### src/rtl/alu_mul_seq_pkg.sv
// rtl/alu_mul_seq_pkg.sv - shared ALU op codes plus multiplier state encoding and step count
package alu_mul_seq_pkg;

  typedef enum logic [2:0] {
    NOP0   = 3'd0,
    ADD    = 3'd1,
    SUB    = 3'd2,
    AND_OP = 3'd3,
    OR_OP  = 3'd4,
    XOR_OP = 3'd5,
    PASS_A = 3'd6,
    NOP7   = 3'd7
  } alu_op_e;

  typedef enum logic [1:0] {
    IDLE = 2'd0,
    RUN  = 2'd1,
    DONE = 2'd2
  } mul_state_e;

  localparam int MUL_STEPS = 32;
  localparam int STEP_W    = 5;

endpackage

### src/rtl/alu_mul_seq.sv
// rtl/alu_mul_seq.sv - 32x32 unsigned shift-add multiplier borrowing the shared ALU, one step per cycle
module alu_mul_seq
  import alu_mul_seq_pkg::*;
(
  input  logic        CLK,
  input  logic        N_RST,
  input  logic        IN_VALID,
  output logic        IN_READY,
  input  logic [31:0] A_IN,
  input  logic [31:0] B_IN,
  output logic        OUT_VALID,
  input  logic        OUT_READY,
  output logic [63:0] PROD,
  output logic [31:0] ALU_A,
  output logic [31:0] ALU_B,
  output logic [2:0]  ALU_OP,
  output logic        ALU_C_IN,
  input  logic [31:0] ALU_OUT,
  input  logic        ALU_C
);

  mul_state_e        state_q, state_d;
  logic [31:0]       mcand_q, mcand_d;
  logic [31:0]       p_hi_q, p_hi_d;
  logic [31:0]       p_lo_q, p_lo_d;
  logic [STEP_W-1:0] step_q, step_d;

  always_ff @(posedge CLK) begin
    if (!N_RST) begin
      state_q <= IDLE;
      mcand_q <= '0;
      p_hi_q  <= '0;
      p_lo_q  <= '0;
      step_q  <= '0;
    end else begin
      state_q <= state_d;
      mcand_q <= mcand_d;
      p_hi_q  <= p_hi_d;
      p_lo_q  <= p_lo_d;
      step_q  <= step_d;
    end
  end

  always_comb begin
    state_d = state_q;
    mcand_d = mcand_q;
    p_hi_d  = p_hi_q;
    p_lo_d  = p_lo_q;
    step_d  = step_q;
    case (state_q)
      IDLE: begin
        if (IN_VALID) begin
          mcand_d = A_IN;
          p_hi_d  = '0;
          step_d  = '0;
          // A zero operand skips RUN; clearing P_LO makes DONE present 0 directly.
          if (A_IN == 32'd0 || B_IN == 32'd0) begin
            p_lo_d  = '0;
            state_d = DONE;
          end else begin
            p_lo_d  = B_IN;
            state_d = RUN;
          end
        end
      end
      RUN: begin
        {p_hi_d, p_lo_d} = {ALU_C, ALU_OUT, p_lo_q[31:1]};
        step_d = step_q + 1'b1;
        if (step_q == STEP_W'(MUL_STEPS - 1)) state_d = DONE;
      end
      DONE: begin
        if (OUT_READY) state_d = IDLE;
      end
      default: state_d = IDLE;
    endcase
  end

  always_comb begin
    IN_READY  = 1'b0;
    OUT_VALID = 1'b0;
    PROD      = '0;
    ALU_OP    = NOP0;
    ALU_A     = '0;
    ALU_B     = '0;
    ALU_C_IN  = 1'b0;
    case (state_q)
      IDLE: IN_READY = 1'b1;
      RUN: begin
        ALU_OP = ADD;
        ALU_A  = p_hi_q;
        ALU_B  = p_lo_q[0] ? mcand_q : 32'd0;
      end
      DONE: begin
        OUT_VALID = 1'b1;
        PROD      = {p_hi_q, p_lo_q};
      end
      default: ;
    endcase
  end

endmodule

### config.mk
export PLATFORM = sky130hd
export DESIGN_NAME = alu_mul_seq
export DESIGN_NICKNAME = d
export VERILOG_FILES = /design/src/rtl/alu_mul_seq_pkg.sv /design/src/rtl/alu_mul_seq.sv
export SDC_FILE = /design/constraint.sdc
export NUM_CORES = 1
export LEC_CHECK = 0
export CAP_MARGIN = 20
export CORE_MARGIN = 10
export CORE_UTILIZATION = 41
export DETAILED_ROUTE_END_ITERATION = 6
export PLACE_DENSITY = 0.9
export SLEW_MARGIN = 25
export SYNTH_ARGS = -nofsm -noshare
export SYNTH_HDL_FRONTEND = slang
export SYNTH_SLANG_ARGS = --single-unit
export TNS_END_PERCENT = 5
### constraint.sdc
create_clock -name CLK -period 2.8 [get_ports CLK]
set_clock_uncertainty 0.15 [all_clocks]
set_input_delay 0.56 -clock CLK [delete_from_list [all_inputs] [get_ports CLK]]
set_output_delay 0.56 -clock CLK [all_outputs]
set_load 0.03 [all_outputs]
---- Yosys cells after proc, flatten, opt, wreduce, memory -nomap -nowiden ----
Cells that the tools add are included.
storage, ports and cells
  register bits ........................... 103
  word-level logic and storage cells ...... 39
cells by class
  $add $sub $neg .......................... 1
  eq/ne operators ......................... 6
  mux-type cells .......................... 19
  reductions and logical operators ........ 8
operator list
  kind                 number
  $mux 32              6
  $pmux 32 s2          2
  $logic_not 32->1     2
  $mux 64              1
  $pmux 5 s2           1
  $mux 2               4
  $ne 2x2->1 const B   3
  $pmux 2 s3           1
  $add 5x1->5 const B  1
  $eq 5x5->1 const B   1
  $mux 5               1
  $reduce_and 2->1     2
  $mux 1               3
  $reduce_and 3->1     1
  $eq 2x1->1 const B   1
  $eq 2x2->1 const B   1
  $logic_not 2->1      1
  $reduce_bool 2->1    1
  $logic_or 1x1->1     1

---- Longest topological paths before layout ----
  depth after elaboration ................. 5
  gate-level depth with buffers ........... 7
  gate-level depth less buffers ........... 6

---- Worst setup path before layout ----
OpenSTA, ideal clock, no wires.
  kind .................................... register to output
  start ................................... register state_q[1]
  end ..................................... output port ALU_B[25]
  data arrival time ....................... 1.496 ns
  slack ................................... 0.594 ns
  cell stages (with the launch flop) ...... 6
  buffers on the path ..................... 2
  cell sequence ........................... dfxtp_1 nand2b_1 inv_2 clkbuf_1 clkbuf_1 and3_1
between the ends
  cells in the longest elaborated chain, start to end .. 2
RTL lines
  what                    line               text
  start, declared         alu_mul_seq.sv:22  mul_state_e state_q, state_d;
  start signal, assigned  alu_mul_seq.sv:36  state_q <= state_d;
  $eq 2x1->1              alu_mul_seq.sv:86  case (state_q)
  $mux 32                 alu_mul_seq.sv:86
  end, declared           alu_mul_seq.sv:15  output logic [31:0] ALU_B,
No other way between the ends.

---- Worst setup path in the final report ----
  start ................................... register state_q[1]
  end ..................................... output port PROD[13]
between the ends
  cells in the longest elaborated chain, start to end .. 2
RTL lines
  what           line               text
  $eq 2x2->1     alu_mul_seq.sv:86
  $mux 64        alu_mul_seq.sv:86
  end, declared  alu_mul_seq.sv:13  output logic [63:0] PROD,
No other way between the ends.

==> results.json <==
{
  "status": "finished clean",
  "final-max-slew-violation-count": 0,
  "drt_pre_antenna_iters": 4,
  "post-synth-top-count-cell": "dfxtp_1",
  "clk_latency_ns": 0.34,
  "routedWlPerCell_um": 19.06,
  "ys_ff_latch": 103,
  "avgSynthCellArea_um2": 8.616,
  "cts_tree": "done",
  "ctsHoldBuffers": 0,
  "die_width_um": 129.6,
  "r2r_start": "state_q[0]",
  "vias_per_cell": 5.382,
  "ff2ff_path_depth": 4,
  "cts_root_buffer": "clkbuf_16",
  "cts_htree_levels": 3,
  "yosysTopAreaCellShare": 0.4184,
  "ys_warn_count": 0,
  "antenna_found_initial": 0,
  "pwr_density_cell_nw_per_um2": 430.3,
  "worstPathMaxFanout": 27,
  "synth_cell_types": 31,
  "netlist_instances": 572,
  "r2r_end": "p_lo_q[9]",
  "start_util": 0.4244,
  "period_needed_ns": 2.697,
  "yosysTopAreaCell": "dfxtp_1",
  "min-delay-start": "mcand_q[13]",
  "drive_gt1_frac": 0.06418,
  "min_path_cells": 2,
  "clk_pin_slew_ns": 0.07,
  "post-route-period-util": 0.9633,
  "routed_wl_um": 17580,
  "drtIter0Drc": 429,
  "portBuffers": 231,
  "coreArea_um2": 11610,
  "hold_violations": 0,
  "synth_edf_count": 0,
  "grt_pass1_wl_um": 26430,
  "cts_buffer_depth": 2,
  "grt_max_degree": 60,
  "peakVddDrop_mv": 0.2732,
  "yosys-top-cells-area": "dfxtp_1, and2_1, and3_1",
  "ioPinCount": 235,
  "hold_path_end": "mcand_q[13]",
  "grt_pass1_vias": 5173,
  "synth_top_cells_by_count": "dfxtp_1, and2_1, nand2_1, and3_1, clkbuf_1",
  "finalSetupTns_ns": 0,
  "hold_slack_ns": 0.3080,
  "cp-end-kind": "output port",
  "async_reset_ff_frac": 0,
  "cp-start-kind": "register",
  "fp.dieArea_um2": 16810,
  "numCtsBuffers": 9,
  "hold_class": "reg -> reg",
  "cts_setup_buffers": 0,
  "hpwl_um": 12980,
  "area_growth_pct": 56.38,
  "clock.fmax_mhz": 370.7,
  "die_h_um": 129.6,
  "critPathKind": "reg -> out",
  "cpPeakStageDelay_ns": 0.68,
  "drtAntennaViolNets": 0,
  "setup_violations": 0,
  "synthesis.area_um2": 4928,
  "crit_arrival_ns": 1.99,
  "reg2reg_slack_ns": 1.10,
  "setup_slack_ns": 0.1028,
  "drc": 0,
  "final_util": 0.6637,
  "dpl.cell_count": 906,
  "ys_seq_area_frac": 0.4184,
  "cp_slowest_cell": "clkdlybuf4s50_1",
  "ys.flop_type": "dfxtp_1",
  "num_rows": 39,
  "fin_nets": 877,
  "antennaDiodeCount": 0,
  "crit_chain": "nor2b_4 -> buf_4 -> and2_1 -> clkdlybuf4s50_1",
  "vias": 4962,
  "final_cells": 922,
  "drv_cap": 0,
  "track_usage": 0.1945,
  "clock_sinks": 103,
  "place_ws_ns": -0.03276,
  "cp_data_required_time_ns": 2.09,
  "total_leakage_power_nw": 4.607,
  "grt-ovfl-total": 0,
  "gp_routability_congestion": 0.8539
}
final cells by class:
type,instances,area (µm²)
Fill cell,928,3906
Multi-Input combinational cell,412,2618
Timing Repair Buffer,246,2565
Sequential cell,103,2062
Clock buffer,10,229.0
Tap cell,143,178.9
Clock inverter,6,46.29
Inverter,2,8.758
flip-flops by register name, summed over array words and instances (netlist names):
register	flops
mcand_q	32
p_hi_q	32
p_lo_q	32
state_q	2
step_q	5
power by group:
part,internal [mW],total [mW],switching [mW]
clock,0.608,1.17,0.558
sequential,1.56,1.62,0.0628
combinational,0.267,0.528,0.261
total,2.43,3.32,0.882
cell usage in the layout, fill, tap and decap left out, types with 2 or more instances in the layout:
cell type        instances
clkdlybuf4s50_1        107
dfxtp_1                103
and2_1                  99
dlymetal6s2s_1          74
nand2_1                 68
and3_1                  65
a22oi_1                 36
nor2b_1                 35
a21boi_0                33
dlygate4sd2_1           33
a221o_1                 31
buf_4                   27
nor4_1                  16
clkbuf_16                9
nor2_1                   5
nand4_1                  4
o21ai_0                  3
conb_1                   3
buf_12                   3
clkinv_2                 2
nand3_1                  2
ha_1                     2
clkinvlp_4               2
clkinv_4                 2
cells by family (layout without fill, tap and decap cells):
logic type / after synthesis / count (layout) / share of synthesized area
AO/OA/AOI/OAI: 108 / 108 / 0.1792
adder cells (fa/ha/maj): 2 / 2 / 0.005077
buffers and inverters: 59 / 264 / 0.05356
flip-flops: 103 / 103 / 0.4184
other: 1 / 3 / 0.0007609
AND/OR/NAND/NOR: 299 / 299 / 0.3430
routing by layer:
metal / vias up / wire length (µm) / GRT usage
li1: 2400 / - / -
met1: 2353 / 6739 / 0.2100
met2: 188 / 8935 / 0.3412
met3: 21 / 1604 / 0.07423
met4: 0 / 297 / 0.06812
met5: - / 0 / 0
through the flow:
stage	power [mW]	instance area [µm²]
2_1_floorplan	1.915	4936
3_3_place_gp	2.158	7284
3_5_place_dp	2.182	7284
4_1_cts	3.342	7522
5_1_grt	3.458	7707
6_report	3.317	7707
critical path: cells and delay by family (launching register included):
family | cells | cell delay [ns]
buffers and inverters | 2 | 0.92
and+or+nand+nor | 2 | 0.34
DFF | 1 | 0.39
worst max-delay path by stage:
stage	cells after the start	startpoint	end	slack [ns]
final	4	state_q[1]	PROD[13]	0.10
after global routing	4	state_q[1]	PROD[13]	-0.02
after CTS	5	state_q[0]	ALU_A[25]	0.002
after detailed placement	6	B_IN[18]	p_lo_q[9]	-0.03
after global placement	6	A_IN[16]	p_lo_q[8]	0.06
after floorplan	5	state_q[1]	ALU_B[25]	0.59
what timing repair did:
action	4_1_cts	5_1_grt
gates cloned	0	0
setup endpoints to repair	68	74
resized for setup	34	74
(Power assumes the default switching activity.)
==> edit 1, RTL diff (same flow settings) <==
Set the package constant `STEP_W` to 10 (it was 5).
--- a/src/rtl/alu_mul_seq_pkg.sv
+++ b/src/rtl/alu_mul_seq_pkg.sv
@@ -19,7 +19,7 @@
   } mul_state_e;
 
   localparam int MUL_STEPS = 32;
-  localparam int STEP_W    = 5;
+  localparam int STEP_W    = 10;
 
 endpackage
 
Check against the original RTL: same outputs for any inputs over 10 cycles, from zero or initial values and one cycle with N_RST low; that may be too few to reach the edited logic, so the function may still have changed.
==> edit 1 against the unedited design <==
  * Synthesized cell count up 4.0%
  * Die area rose by 4.0%
  * Synthesized area grew 4.7%
  * Setup slack better by 89 ps
  * Sequential cell count rose by 5
  * Routed wire length is 0.46% higher
  * Design area fell by 1.4%
  * Register-to-register slack got worse by 230 ps
  * Power is 13% higher
  * Largest cell class unchanged
  * Highest routed layer unchanged
==> edit 1: results <==
{
  "synth_common_cells": "dfxtp_1, and2_1, nand2_1, and3_1, clkbuf_1",
  "grt_max_degree": 84,
  "synth-compound-area-share_pct": 17.3,
  "final_nets": 901,
  "vias_per_cell": 5.29,
  "first_pass_iters": 5,
  "grt_pass1_vias": 5040,
  "slew_headroom_pct": 63.7,
  "cp_max_fo": 83,
  "drive_gt1_share_pct": 21.1,
  "status": "completed",
  "seq_area_frac_synth_pct": 41.9,
  "place_congestion": 0.910,
  "io_buffers": 231,
  "peakVddDrop_mv": 0.392,
  "ys_top_cells_by_area": "dfxtp_1, and2_1, and3_1",
  "ctsResizeCount": 0,
  "p_sw_share_pct": 26.3,
  "detail_route.iter0.violations": 352,
  "leakage_nw": 3.42,
  "hpwl_um": 12800,
  "gr-usage-all-layers_pct": 19.2,
  "arrival_ps": 1900,
  "ys_types": 36,
  "grt_pass1_wl_um": 27800,
  "synth_xor_area_share_pct": 1.36,
  "synth_fa_ha_area_share_pct": 0.242,
  "wire_per_inst_um": 18.2,
  "hold_class": "register to register"
}
-- edit 1: metrics by stage --
| step | area [sq um] | setup TNS [ps] | setup slack (ps) | hold WS [ps] | std cells |
|---|---|---|---|---|---|
| 2_1_floorplan | 5170 | 0 | 477 | 289 | 597 |
| 3_3_place_gp | 7270 | -3650 | -119 | 296 | 956 |
| 3_5_place_dp | 7270 | -2080 | -82.4 | 302 | 956 |
| 4_1_cts | 7600 | 0 | 165 | 312 | 972 |
| 5_1_grt | 7600 | 0 | 34.8 | 333 | 972 |
| 6_report | 7600 | 0 | 192 | 307 | 972 |
-- edit 1: area by class of cell --
| cell class | instances | area (sq um) |
|---|---|---|
| Timing Repair Buffer | 248 | 2150 |
| Clock inverter | 6 | 86.3 |
| Inverter | 1 | 3.75 |
| Tap cell | 168 | 210 |
| Fill cell | 1035 | 4570 |
| Multi-Input combinational cell | 431 | 2750 |
| Sequential cell | 108 | 2160 |
| Clock buffer | 10 | 239 |
-- edit 1: worst max-delay path, stage by stage, from the launching register on --
cell and delay [ps]:
dfxtp_1 540, nand2b_1 200, inv_2 120, buf_12 250, and3_1 220, buf_4 160
-- edit 1: cell families (layout without fill, tap and decap cells) --
| group | after synthesis | count (layout) |
|---|---|---|
| AOI/OAI and AO/OA | 107 | 107 |
| xor gates and xnor gates | 8 | 8 |
| adders and majority gates | 1 | 1 |
| buffers and inverters | 58 | 265 |
| DFF | 108 | 108 |
| other | 1 | 3 |
| and+or+nand+nor | 312 | 312 |
-- edit 1: power by group through the flow --
stage                     logic (mW)  registers (mW)  clock network, mW
after floorplan                0.377            1.73                  0
after global placement         0.643            1.76                  0
after detailed placement       0.654            1.76                  0
after CTS                      0.656            1.72               1.42
after global routing           0.712            1.74               1.48
final                          0.654            1.73               1.38
-- edit 1: path summary, 6_finish.rpt --
| check | depth (start not counted) | slack [ps] | endpoint | startpoint |
|---|---|---|---|---|
| worst max-delay path | 5 | 190 | ALU_B[27] | state_q[0]$_SDFFE_PN0P_ |
| worst min register to register | 2 | 310 | mcand_q[5]$_SDFFE_PN0P_ | mcand_q[5]$_SDFFE_PN0P_ |
| worst min-delay path | 2 | 310 | mcand_q[5]$_SDFFE_PN0P_ | mcand_q[5]$_SDFFE_PN0P_ |
| worst max register to register | 6 | 870 | p_lo_q[12]$_SDFFE_PN0P_ | state_q[0]$_SDFFE_PN0P_ |
-- edit 1: metal layers --
layer	global-route usage (%)	share of wire [%]	up-vias
met5	0	0	-
met3	6.94	8.2	15
met4	4.58	1.2	0
met2	31.5	48	188
met1	23.3	43	2450
li1	-	-	2489
==> edit 2, RTL diff (same flow settings) <==
Made on the original files. Reset style: asynchronous (`N_RST`), changed in one clocked block.
--- a/src/rtl/alu_mul_seq.sv
+++ b/src/rtl/alu_mul_seq.sv
@@ -25,7 +25,7 @@
   logic [31:0]       p_lo_q, p_lo_d;
   logic [STEP_W-1:0] step_q, step_d;
 
-  always_ff @(posedge CLK) begin
+  always_ff @(posedge CLK or negedge N_RST) begin
     if (!N_RST) begin
       state_q <= IDLE;
       mcand_q <= '0;
Check against the original RTL: differs if N_RST is asserted again (counterexample within 4 cycles, from zero or initial values and one cycle with N_RST low); with N_RST held inactive, the same outputs for 10 cycles.
==> edit 2 against the unedited design <==
  * Setup slack lost 35 ps
  * Critical path depth is the same
  * Sequential share of layout area increased by 5.5 points
  * Sequential cell count unchanged
  * Design area is 3.6% higher
  * Synthesized area rose by 7.7%
  * Routed wire length up 0.15%
  * Critical path type unchanged
  * Critical endpoint is now PROD[17]
  * Largest cell class is now flip-flops and latches
Power is not compared: it rests on default switching activity, and its combinational part moved more than twofold at a synthesized area within 25%.
==> edit 2: results <==
{
  "synth_area_per_cell_sq_um": 9.58,
  "grt_use_met2_pct": 30.9,
  "vias_per_cell": 5.38,
  "seq_area_frac_synth_pct": 48.6,
  "routed_wl_um": 17600,
  "hold_class": "input port to asynchronous set/reset pin",
  "place_congestion": 0.869,
  "crit_path_start_kind": "register",
  "synth_fa_ha_area_share_pct": 0.471,
  "yosysWarnings": 0,
  "ys_top_cells_by_area": "dfrtp_1, and2_1, nand2_1",
  "cts_buffers": 9,
  "io_buffers": 231,
  "worst-r2r-setup-slack_ps": 1020,
  "top_regs": "mcand_q: 32 flops, p_hi_q: 32 flops, p_lo_q: 32 flops",
  "antenna_cells": 0,
  "ys_types": 33,
  "total_switching_power_mw": 2.75,
  "cp_max_fo": 40,
  "slowest_delay_ps": 670,
  "wire_per_inst_um": 18.8,
  "synthArstFlopShare_pct": 100,
  "grt_max_degree": 66,
  "drive_gt1_share_pct": 14.6,
  "drv_slew": 0,
  "detail_route.iter0.violations": 343,
  "r2r_end": "p_lo_q[26]$_DFFE_PN0P_",
  "synth_xor_area_share_pct": 0.165,
  "synth-compound-area-share_pct": 20.2,
  "synth_common_cells": "dfrtp_1, nand2_1, and2_1, a22o_1, and3_1",
  "post-place-ws_ps": 253,
  "worstReg2RegStart": "state_q[0]$_DFFE_PN0P_",
  "dp.cells": 921,
  "placed_cell_area_sq_mm": 0.00762,
  "grt_pass1_wl_um": 27200,
  "use_met1_pct": 21.6,
  "gr-usage-all-layers_pct": 18.5,
  "grt_pass1_vias": 5114,
  "hpwl_um": 12900,
  "grtUsageMet3_pct": 6.20,
  "final_nets": 863,
  "status": "completed",
  "muxShareOfSynthArea_pct": 0.212,
  "worst_hold_slack_ps": 112,
  "yosysMostFrequentCell": "dfrtp_1",
  "first_pass_iters": 5,
  "leakage_nw": 4.12
}
[edit 2: cell types whose count changed after synthesis, moves of 31 or more]
cell and delta:
nor2b_1 -34, dfrtp_1 +103, dfxtp_1 -103, a21boi_0 -33
and3_1 -32, a22o_1 +35, o221ai_1 +32, o211ai_1 +31
a221o_1 -31, a22oi_1 -36
[edit 2: cell families after synthesis]
kind of cell / after synthesis
compound gates: 137
xor+xnor: 1
fa+ha+maj: 2
buf+inv: 54
flops: 103
mux: 1
other cells: 1
simple gates: 255
[edit 2: power groups by stage]
stage	registers, mW	logic [mW]	clock network (mW)
floorplan	2.36	2.00	0
global placement	2.47	3.00	0
detailed placement	2.49	3.08	0
CTS	2.47	3.09	1.29
global route	2.56	3.29	1.35
finish	2.48	3.06	1.26
[edit 2: timing repair]
item,CTS,global route
pin swaps,0,0
setup endpoints to repair,17,32
gates resized for setup,17,32
[edit 2: final cells by class]
cell class	instances	area, sq um
clock buffer	11	243
clock inverter	5	57.6
fill	1049	4690
inverter	1	3.75
multi-input combinational	399	2490
sequential	103	2580
tap	172	215
timing repair buffer	246	2390
[edit 2: worst max path at each step]
stage / to / slack [ps] / cells after the start
finish: PROD[17] / 70 / 4
global placement: p_lo_q[6]$_DFFE_PN0P_ / 280 / 6
floorplan: ALU_A[22] / 610 / 4
global route: PROD[26] / -1 / 4
detailed placement: p_lo_q[19]$_DFFE_PN0P_ / 250 / 6
CTS: PROD[59] / 1 / 4
[edit 2: metal layers]
metal  wire (um)  share of wire [%]  vias up
met3        1550                8.8       24
met4         428                2.4        0
met5           0                  0        -
li1            -                  -     2393
met1        7130                 40     2415
met2        8490                 48      213
[edit 2: worst register-to-register path, stage by stage, from the launching register on]
cell      delay [ps]
dfrtp_1          480
nand2b_2         130
buf_4            530
o211ai_1         260
o21ai_2          160
